### src/rtl/dma_word_copier_pkg.sv
// Shared types and constants for the word-copy DMA engine.
package dma_pkg;

  typedef enum logic [1:0] {
    IDLE,
    READ,
    WRITE,
    FINISH
  } dma_state_t;

  localparam logic [1:0]  BYTESEL_WORD = 2'b11;
  localparam int unsigned ADDR_W       = 19;
  localparam int unsigned DATA_W       = 16;

endpackage

### src/rtl/dma_word_copier_fifo.sv
// Burst-deep word buffer between the read and write phases.
module dma_word_fifo
  import dma_pkg::*;
#(
  parameter int unsigned burst = 8
) (
  input  logic                       clk,
  input  logic                       reset,
  input  logic                       i_push,
  input  logic                       i_pop,
  input  logic [DATA_W-1:0]          i_wr_data,
  output logic [DATA_W-1:0]          o_rd_data,
  output logic [DATA_W-1:0]          o_rd_next,
  output logic                       o_full,
  output logic                       o_empty,
  output logic [$clog2(burst):0]     o_level
);

  localparam int unsigned IW = $clog2(burst);
  localparam int unsigned CW = IW + 1;

  logic [DATA_W-1:0] r_mem [burst];
  logic [IW-1:0]     r_rd_idx;
  logic [IW-1:0]     r_wr_idx;
  logic [CW-1:0]     r_level;
  logic              w_push_ok;
  logic              w_pop_ok;

  assign o_full    = (r_level == CW'(burst));
  assign o_empty   = (r_level == '0);
  assign o_level   = r_level;
  assign w_push_ok = i_push & ~o_full;
  assign w_pop_ok  = i_pop & ~o_empty;
  assign o_rd_data = r_mem[r_rd_idx];
  // Word behind the head, so the writer can preload it on the pop edge.
  assign o_rd_next = r_mem[r_rd_idx + IW'(1)];

  always_ff @(posedge clk) begin
    if (w_push_ok) r_mem[r_wr_idx] <= i_wr_data;
  end

  always_ff @(posedge clk) begin
    if (reset) begin
      r_rd_idx <= '0;
      r_wr_idx <= '0;
      r_level  <= '0;
    end else begin
      if (w_push_ok) r_wr_idx <= r_wr_idx + IW'(1);
      if (w_pop_ok)  r_rd_idx <= r_rd_idx + IW'(1);
      case ({w_push_ok, w_pop_ok})
        2'b10:   r_level <= r_level + CW'(1);
        2'b01:   r_level <= r_level - CW'(1);
        default: r_level <= r_level;
      endcase
    end
  end

endmodule

### src/rtl/dma_word_copier.sv
// Word-copy bus initiator: reads a burst into a buffer, writes it out, repeats.
module dma_word_copier
  import dma_pkg::*;
#(
  parameter int unsigned burst     = 8,
  parameter int unsigned len_width = 16
) (
  input  logic                 clk,
  input  logic                 reset,
  input  logic                 start,
  input  logic [ADDR_W-1:0]    src_addr,
  input  logic [ADDR_W-1:0]    dst_addr,
  input  logic [len_width-1:0] count,
  output logic                 busy,
  output logic                 done,
  output logic                 data_m_access,
  input  logic                 data_m_ack,
  output logic [ADDR_W-1:0]    data_m_addr,
  output logic                 data_m_wr_en,
  output logic [DATA_W-1:0]    data_m_data_out,
  input  logic [DATA_W-1:0]    data_m_data_in,
  output logic [1:0]           data_m_bytesel
);

  localparam int unsigned          LVL_W   = $clog2(burst) + 1;
  localparam logic [len_width-1:0] LEN_ONE = len_width'(1);

  dma_state_t            r_state, w_state_nxt;
  logic                  r_req;
  logic                  r_wr_en;
  logic [ADDR_W-1:0]     r_addr;
  logic [DATA_W-1:0]     r_data_out;
  logic [ADDR_W-1:0]     r_rd_ptr;
  logic [ADDR_W-1:0]     r_wr_ptr;
  logic [len_width-1:0]  r_rd_left;
  logic [len_width-1:0]  r_wr_left;

  logic                  w_ack;
  logic                  w_push;
  logic                  w_pop;
  logic [DATA_W-1:0]     w_fifo_rd_data;
  logic [DATA_W-1:0]     w_fifo_rd_next;
  logic                  w_fifo_full;
  logic                  w_fifo_empty;
  logic [LVL_W-1:0]      w_fifo_level;
  logic                  w_rd_last;
  logic                  w_wr_last;
  logic [DATA_W-1:0]     w_head;

  // Only an ack against an outstanding request counts.
  assign w_ack     = data_m_ack & r_req;
  assign w_push    = (r_state == READ) & w_ack & ~w_fifo_full;
  assign w_pop     = (r_state == WRITE) & w_ack;
  assign w_rd_last = (w_fifo_level == LVL_W'(burst - 1)) | (r_rd_left == LEN_ONE);
  assign w_wr_last = (w_fifo_level == LVL_W'(1));
  // On a single-word burst the head is the word arriving this cycle.
  assign w_head    = w_fifo_empty ? data_m_data_in : w_fifo_rd_data;

  assign data_m_access   = r_req & ~data_m_ack;
  assign data_m_addr     = r_addr;
  assign data_m_wr_en    = r_wr_en;
  assign data_m_data_out = r_data_out;
  assign data_m_bytesel  = BYTESEL_WORD;

  dma_word_fifo #(.burst(burst)) u_fifo (
    .clk       (clk),
    .reset     (reset),
    .i_push    (w_push),
    .i_pop     (w_pop),
    .i_wr_data (data_m_data_in),
    .o_rd_data (w_fifo_rd_data),
    .o_rd_next (w_fifo_rd_next),
    .o_full    (w_fifo_full),
    .o_empty   (w_fifo_empty),
    .o_level   (w_fifo_level)
  );

  always_ff @(posedge clk) begin
    if (reset) r_state <= IDLE;
    else       r_state <= w_state_nxt;
  end

  always_comb begin
    w_state_nxt = r_state;
    case (r_state)
      IDLE:   if (start) w_state_nxt = (count != '0) ? READ : FINISH;
      READ:   if (w_ack && w_rd_last) w_state_nxt = WRITE;
      WRITE:  if (w_ack && w_wr_last) w_state_nxt = (r_wr_left == LEN_ONE) ? FINISH : READ;
      FINISH: w_state_nxt = IDLE;
      default: w_state_nxt = IDLE;
    endcase
  end

  always_comb begin
    busy = (r_state == READ) || (r_state == WRITE);
    done = (r_state == FINISH);
  end

  always_ff @(posedge clk) begin
    if (reset) begin
      r_req      <= 1'b0;
      r_wr_en    <= 1'b0;
      r_addr     <= '0;
      r_data_out <= '0;
      r_rd_ptr   <= '0;
      r_wr_ptr   <= '0;
      r_rd_left  <= '0;
      r_wr_left  <= '0;
    end else begin
      case (r_state)
        IDLE: begin
          if (start && count != '0) begin
            r_req     <= 1'b1;
            r_wr_en   <= 1'b0;
            r_addr    <= src_addr;
            r_rd_ptr  <= src_addr;
            r_wr_ptr  <= dst_addr;
            r_rd_left <= count;
            r_wr_left <= count;
          end
        end
        READ: begin
          if (w_ack) begin
            r_rd_ptr  <= r_rd_ptr + ADDR_W'(1);
            r_rd_left <= r_rd_left - LEN_ONE;
            if (w_rd_last) begin
              r_wr_en    <= 1'b1;
              r_addr     <= r_wr_ptr;
              r_data_out <= w_head;
            end else begin
              r_addr <= r_rd_ptr + ADDR_W'(1);
            end
          end
        end
        WRITE: begin
          if (w_ack) begin
            r_wr_ptr  <= r_wr_ptr + ADDR_W'(1);
            r_wr_left <= r_wr_left - LEN_ONE;
            if (w_wr_last) begin
              r_wr_en <= 1'b0;
              if (r_wr_left == LEN_ONE) r_req  <= 1'b0;
              else                      r_addr <= r_rd_ptr;
            end else begin
              r_addr     <= r_wr_ptr + ADDR_W'(1);
              r_data_out <= w_fifo_rd_next;
            end
          end
        end
        FINISH: r_req <= 1'b0;
        default: r_req <= 1'b0;
      endcase
    end
  end

endmodule
### config.mk
export PLATFORM = sky130hd
export DESIGN_NAME = dma_word_copier
export DESIGN_NICKNAME = d
export VERILOG_FILES = /design/src/rtl/dma_word_copier_pkg.sv /design/src/rtl/dma_word_copier_fifo.sv /design/src/rtl/dma_word_copier.sv
export SDC_FILE = /design/constraint.sdc
export NUM_CORES = 1
export LEC_CHECK = 0
export CORE_ASPECT_RATIO = 1.5
export CORE_MARGIN = 10
export CORE_UTILIZATION = 30
export CTS_CLUSTER_SIZE = 10
export DETAILED_ROUTE_END_ITERATION = 10
export GPL_TIMING_DRIVEN = 0
export PLACE_DENSITY = 0.55
export SKIP_LAST_GASP = 1
export SYNTH_ARGS = -nofsm -noshare
export SYNTH_HDL_FRONTEND = slang
export SYNTH_SLANG_ARGS = --single-unit
### constraint.sdc
create_clock -name clk -period 5.2 [get_ports clk]
set_clock_uncertainty 0.15 [all_clocks]
set_input_delay 1.04 -clock clk [delete_from_list [all_inputs] [get_ports clk]]
set_output_delay 1.04 -clock clk [all_outputs]
set_load 0.005 [all_outputs]
# Word level (Yosys, flattened, before mapping)

Memories as Yosys holds them, arrays and structs flattened. A register that Yosys moved wholly into a read port is not among the register bits.
Index checks and enable logic that the tools add are counted.

Bits in registers: 119
Bits in latches: 0
Bits in writable memories: 128
Bits in read-only memories: 0
Bits of input ports: 74
Word-level logic and storage cells: 118
Memories: 1

Add/sub/neg operators: 8
Multipliers: 0
Div/mod/pow operators: 0
$lt $le $gt $ge: 0
Eq/ne operators: 21
Shifts and indexed selects: 0
Muxes and demuxes: 45
Bitwise operators: 11
Reductions and logical operators: 20

Memories:

| name         | depth | bits a word | rd ports | clocked after memory_dff | wr ports | RTL line                   | RTL |
|---|---|---|---|---|---|---|---|
| u_fifo.r_mem | 8     | 16          | 2        | 1                        | 1        | dma_word_copier_fifo.sv:22 | `logic [DATA_W-1:0] r_mem [burst];` |

Operators by type and width:

| kind                  | count |
|---|---|
| $mux 19               | 9 |
| $mux 16               | 8 |
| $pmux 16 s2           | 3 |
| $pmux 19 s2           | 2 |
| $pmux 19 s3           | 1 |
| $add 19x1->19 const B | 2 |
| $eq 16x1->1 const B   | 2 |
| $sub 16x1->16 const B | 2 |
| $ne 2x2->1 const B    | 9 |
| $reduce_bool 16->1    | 1 |
| $reduce_and 5->1      | 3 |
| $mux 1                | 11 |
| $mux 2                | 5 |
| $reduce_and 3->1      | 3 |
| $pmux 2 s4            | 1 |
| $pmux 4 s2            | 1 |
| $reduce_bool 2->1     | 4 |
| $and 1x1->1           | 7 |
| $add 3x1->3 const B   | 2 |
| $eq 2x2->1 const B    | 3 |
| $mux 3                | 2 |
| $pmux 1 s3            | 2 |
| $reduce_and 6->1      | 1 |
| $reduce_bool 3->1     | 2 |
| 14 further kinds      | 19 |

# Longest topological paths before layout

Gate-level depths: netlist (run 1).

Depth in word-level cells: 6
Gate-level depth with buffers: 11

# By module

A second synthesis (run 1) with hierarchy kept.

Cells, all modules: 1,323
Area, all modules: 13,922.1 sq um

Modules (own cells, without submodules):

| module          | instances | cells an instance | area each (sq um) | seq. area each (sq um) |
|---|---|---|---|---|
| dma_word_copier | 1         | 1,005             | 7,289.5           | 2,182.1 |
| dma_word_fifo   | 1         | 318               | 6,632.6           | 4,103.9 |

# Worst setup path before layout (run 1)

Ideal clock, no wire load.

Path type: in2reg
Start point: in data_m_ack
End point: mem u_fifo.r_mem[0][0] (enable)
Library setup time: 409 ps
Arrival time: 2,690 ps
Data required time: 4,641 ps
Setup slack: 1,951 ps
Stages: 4
Path buffers: 0
Path through: nand3_1 -> a21oi_1 -> nand2b_1 -> nor3_1

Cells in the longest elaborated chain, start to end: 6

Ends and longest elaborated chain:

| element                      | RTL line                   | RTL |
|---|---|---|
| start, declared              | dma_word_copier.sv:17      | `input logic data_m_ack,` |
| $and 1x1->1                  | dma_word_copier.sv:51      | `assign w_ack = data_m_ack & r_req;` |
| $and 1x1->1 (2 in series)    | dma_word_copier.sv:52      | `assign w_push = (r_state == READ) & w_ack & ~w_fifo_full;` |
| $and 1x1->1                  | dma_word_copier_fifo.sv:32 | `assign w_push_ok = i_push & ~o_full;` |
| $mux 1                       | dma_word_copier_fifo.sv:39 | `if (w_push_ok) r_mem[r_wr_idx] <= i_wr_data;` |
| $mux 1 (not written as such) | dma_word_copier_fifo.sv:39 |  |
| end, declared                | dma_word_copier_fifo.sv:22 |  |

Every way passes these cells.

# Worst setup path after layout (run 1)

Start point: in count[8]
End point: reg r_wr_ptr[9]

Cells in the longest elaborated chain, start to end: 4

Ends and longest elaborated chain:

| element                    | RTL line               | RTL |
|---|---|---|
| start, declared            | dma_word_copier.sv:13  | `input logic [len_width-1:0] count,` |
| $reduce_bool 16->1         | dma_word_copier.sv:112 | `if (start && count != '0) begin` |
| $logic_and 1x1->1          | dma_word_copier.sv:112 |  |
| $ne 2x2->1 (no line)       | n/a                    |  |
| $reduce_and 3->1 (no line) | n/a                    |  |
| end signal, assigned       | dma_word_copier.sv:117 | `r_wr_ptr <= dst_addr;` |
| end signal, assigned       | dma_word_copier.sv:137 | `r_wr_ptr <= r_wr_ptr + ADDR_W'(1);` |
| end, declared              | dma_word_copier.sv:34  | `logic [ADDR_W-1:0] r_wr_ptr;` |

Every way passes these cells.
A chain may end at the register's enable or synchronous reset.

==> results of run 1 <==
==> worst reg2reg max path, stage by stage (launching register included) <==
cell	delay [ps]
dfxtp_1	340
inv_1	110
ha_1	290
nor4b_1	270
nand4_1	300
o211ai_1	820
nor2_1	430
buf_2	340
nand2_1	100
a21oi_1	50
==> report_power, final <==
| part | total, mW | switching, mW | internal [mW] |
|---|---|---|---|
| Clock | 1.98 | 0.853 | 1.13 |
| Sequential | 2.50 | 0.208 | 2.29 |
| Combinational | 2.30 | 1.48 | 0.823 |
| Total | 6.79 | 2.54 | 4.25 |
==> per-layer routing <==
layer  GRT usage  vias up  wire, µm
met1      0.1998     5861     19670
met4     0.09870       10      2826
met3     0.03368      137      3008
met2      0.3290      471     26660
li1            -     5413         -
met5           0        -        55
==> flip-flops by register name (all words and copies together) (netlist names), named ones only <==
| signal | flops |
|---|---|
| u_fifo.r_rd_idx | 3 |
| data_m_data_out | 16 |
| u_fifo.r_wr_idx | 3 |
| r_req | 1 |
| data_m_addr | 19 |
| u_fifo.o_level | 4 |
| u_fifo.r_mem | 128 |
| r_state | 2 |
| r_wr_left | 16 |
| r_rd_ptr | 19 |
| r_rd_left | 16 |
| r_wr_ptr | 19 |
| data_m_wr_en | 1 |
==> worst max path at each step <==
stage | startpoint | end | depth (start not counted)
2_1_floorplan | data_m_ack | u_fifo.r_mem[0][0]$_DFFE_PP_ | 4
3_3_place_gp | data_m_ack | u_fifo.r_mem[1][0]$_DFFE_PP_ | 5
3_5_place_dp | count[8] | r_wr_ptr[1]$_SDFFE_PP0P_ | 7
4_1_cts | count[8] | r_wr_ptr[9]$_SDFFE_PP0P_ | 8
5_1_grt | count[8] | r_wr_ptr[1]$_SDFFE_PP0P_ | 7
6_report | count[8] | r_wr_ptr[9]$_SDFFE_PP0P_ | 8
==> through the flow <==
| step | instances | worst slack [ps] | util | total power [mW] | setup TNS [ps] |
|---|---|---|---|---|---|
| 6_report | 2117 | 1329 | 0.3671 | 6.787 | 0 |
| 5_1_grt | 2117 | 1233 | 0.3671 | 7.118 | 0 |
| 4_1_cts | 2117 | 1370 | 0.3671 | 6.790 | 0 |
| 3_5_place_dp | 2062 | 772.5 | 0.3470 | 4.790 | 0 |
| 3_3_place_gp | 2053 | -291.6 | 0.3426 | 4.780 | -8593 |
| 2_1_floorplan | 1354 | 1951 | - | 3.873 | 0 |
==> synthesized netlist by cell type (3+ instances only) <==
cell | count | area, µm²
a21oi_1 | 117 | 585.6
xnor2_1 | 23 | 201.4
and4_1 | 3 | 26.28
mux2i_1 | 47 | 470.5
nor3_1 | 41 | 205.2
nor2_1 | 123 | 461.7
xor2_1 | 10 | 87.58
inv_1 | 45 | 168.9
nor4b_1 | 3 | 26.28
nor4_1 | 21 | 131.4
or3_1 | 7 | 43.79
a21o_1 | 4 | 30.03
o211ai_1 | 20 | 150.1
and2_1 | 8 | 50.05
o21a_1 | 8 | 60.06
buf_1 | 7 | 26.28
o2bb2ai_1 | 7 | 61.31
and3_1 | 13 | 81.33
nand3_1 | 25 | 125.1
buf_2 | 21 | 105.1
ha_1 | 18 | 225.2
o32ai_1 | 29 | 254.0
mux2_2 | 8 | 90.09
nand2_1 | 104 | 390.4
o31ai_1 | 3 | 22.52
o22ai_1 | 4 | 25.02
edfxtp_1 | 128 | 3844
nand4_1 | 12 | 75.07
a221oi_1 | 5 | 43.79
a22oi_1 | 6 | 45.04
o21ai_0 | 90 | 450.4
a22o_1 | 16 | 140.1
dfxtp_1 | 122 | 2442
a211oi_1 | 20 | 150.1
nand2b_1 | 10 | 62.56
mux4_2 | 64 | 1441
a31oi_1 | 13 | 81.33
clkbuf_1 | 83 | 311.6
o211a_1 | 3 | 30.03
nor2b_1 | 15 | 93.84
==> cell type report <==
cell class	count	area [µm²]	area share
Timing Repair Buffer	120	1285	0.07690
Clock inverter	3	40.04	0.002396
Sequential cell	250	6286	0.3762
Tap cell	588	735.7	0.04403
Buffer	116	479.2	0.02868
Clock buffer	52	873.3	0.05227
Multi-Input combinational cell	942	6838	0.4092
Inverter	46	172.7	0.01033
==> cell families after synthesis <==
family,after synthesis
compound gates,367
xor+xnor,33
fa+ha+maj,18
buf+inv,162
flops,250
mux,119
other cells,1
simple gates,403
==> out/metrics.csv, run 1 <==
metric,value,unit
Slew @ Worst Pin,1004,ps
CORE AREA,45520,µm²
Synth cell types,72,
mapped cell area,13750,µm²
layout cells sized above 1,0.1112,
Fin. Hold Viols,0,
RSZ-0062 raised after global routing,false,
most frequent cells in the layout,"128 x edfxtp_1, 122 x dfxtp_1, 117 x nor2_1, 117 x a21oi_1, 111 x clkdlybuf4s50_1",
yosys warns,0,
final hold slack,306.6,ps
Root Buffer,clkbuf_16,
Reg2Reg Capture Point,r_wr_ptr[9]$_SDFFE_PP0P_,
critical hold path startpoint,data_m_addr[6]$_SDFFE_PP0P_,
wire per inst,24.67,µm
Worst-Skew Late Latency,590,ps
IO Pins,115,
hpwl dp,38960,µm
crit-path max FO,10,
die height,282.2,µm
required time of the critical path,5470,ps
reg-to-reg critical path startpoint,r_state[1]$_SDFFE_PP0P_,
worst hold path type,reg2reg,
VDD IR max,0.2511,mV
"Largest stage delay, worst path",810,ps
GP Congestion,0.9121,
Post-route DRC,0,
mux contribution to synthesized area,0.1456,
DRT Pass-1 Iters,5,
relative slew slack,0.3309,
Synth Instances,1353,
crit path cell chain,clkdlybuf4s50_1 > nor4_1 > nand4_1 > o211ai_1 > nor2_1 > buf_2 > nand2_1 > a21oi_1,
Hold EP,data_m_addr[6]$_SDFFE_PP0P_,
Synth async-reset ratio,0,
global-route wire length before repair,77610,µm
worst reg2reg setup slack,1820,ps
Crit. End Element,register,
ys flop type,edfxtp_1,
CP Data Arrival Time,4140,ps
fin crit share,0.7445,
Final Setup Violations,0,
clock tree buffer depth,3,
number of synthesized flops with an enable pin,128,
H-tree levels,1,
CTS tree,yes,
leakage dissipation,5.361,nW
WL final,52220,µm
post-layout min period,3871,ps
Register-to-Register Path Depth,9,
"commonest non-fill, non-tap cell in the layout",edfxtp_1,
pin count of the biggest net entering global routing,17,
post-synthesis xor/xnor area fraction,0.02102,
grt total ovfl,0,
crit path buf inv count,2,
clock-pin slew on the worst setup and hold paths,60,ps
TritonCTS buffer count,30,
Startpoint Class,input port,
"delay-heaviest family, CP",simple AND/OR/NAND/NOR gates,
Peak Freq,0.2583,GHz
"Slowest-stage cell, CP",o211ai_1,
Compound-Gate Fraction of Synth Area,0.1705,
starting density of the core,0.3020,
"Gates resized, CTS repair",0,
post-synthesis adder-cell area fraction,0.01638,
run status,finished clean,
pwr dens,406.2,nW/µm²
Final #Nets,1598,
DP Area,15800,µm²
max cap viols,0,
Global Route Usage Sum,0.1827,
fin area,16710,µm²
# clock sinks,250,
Via density,5.617,
largest family of logic cells by synthesized area,compound AO/OA/AOI/OAI gates,
IO Port Bufs,111,
Simple-Gate Fraction of Synth Area,0.1415,
post-synthesis sequential area ratio,0.4573,
Die Span X,194.8,µm
die area,54960,µm²
kind of critical path,in2reg,
Area growth syn-to-layout,21.55,%
DRT iter0 DRCs,971,
Filler cells,4508,
Cell Rows,96,
hold path cells,2,
Syn Area/Cell,10.16,µm²
via count,11890,
"flops & latches, synth",250,
Post-CTS Setup Repair Bufs,0,
# diodes,0,
initial antenna violation count,5,
fin. max-slew vios,0,
CTS Hold Bufs,0,
remaining antenna violation count,0,
vias in the first global route,12020,
(Power assumes the default switching activity.)
==> run 2: changes to the inputs <==
==> constraint.sdc (replaced) <==
create_clock -name clk -period 3.9 [get_ports clk]
set_clock_uncertainty 0.15 [all_clocks]
set_input_delay 0.78 -clock clk [delete_from_list [all_inputs] [get_ports clk]]
set_output_delay 0.78 -clock clk [all_outputs]
set_load 0.005 [all_outputs]
==> results of run 2 <==
The final DEF is identical to that of run 1. Status: finished clean.
Main changes from that run: setup slack after placement 772.5 ps -> -267.5 ps; setup slack after layout 1329 ps -> 288.6 ps; register-to-register setup slack 1820 ps -> 520 ps; total power 6.787 mW -> 9.050 mW; worst IR drop on VDD 0.2511 mV -> 0.3347 mV
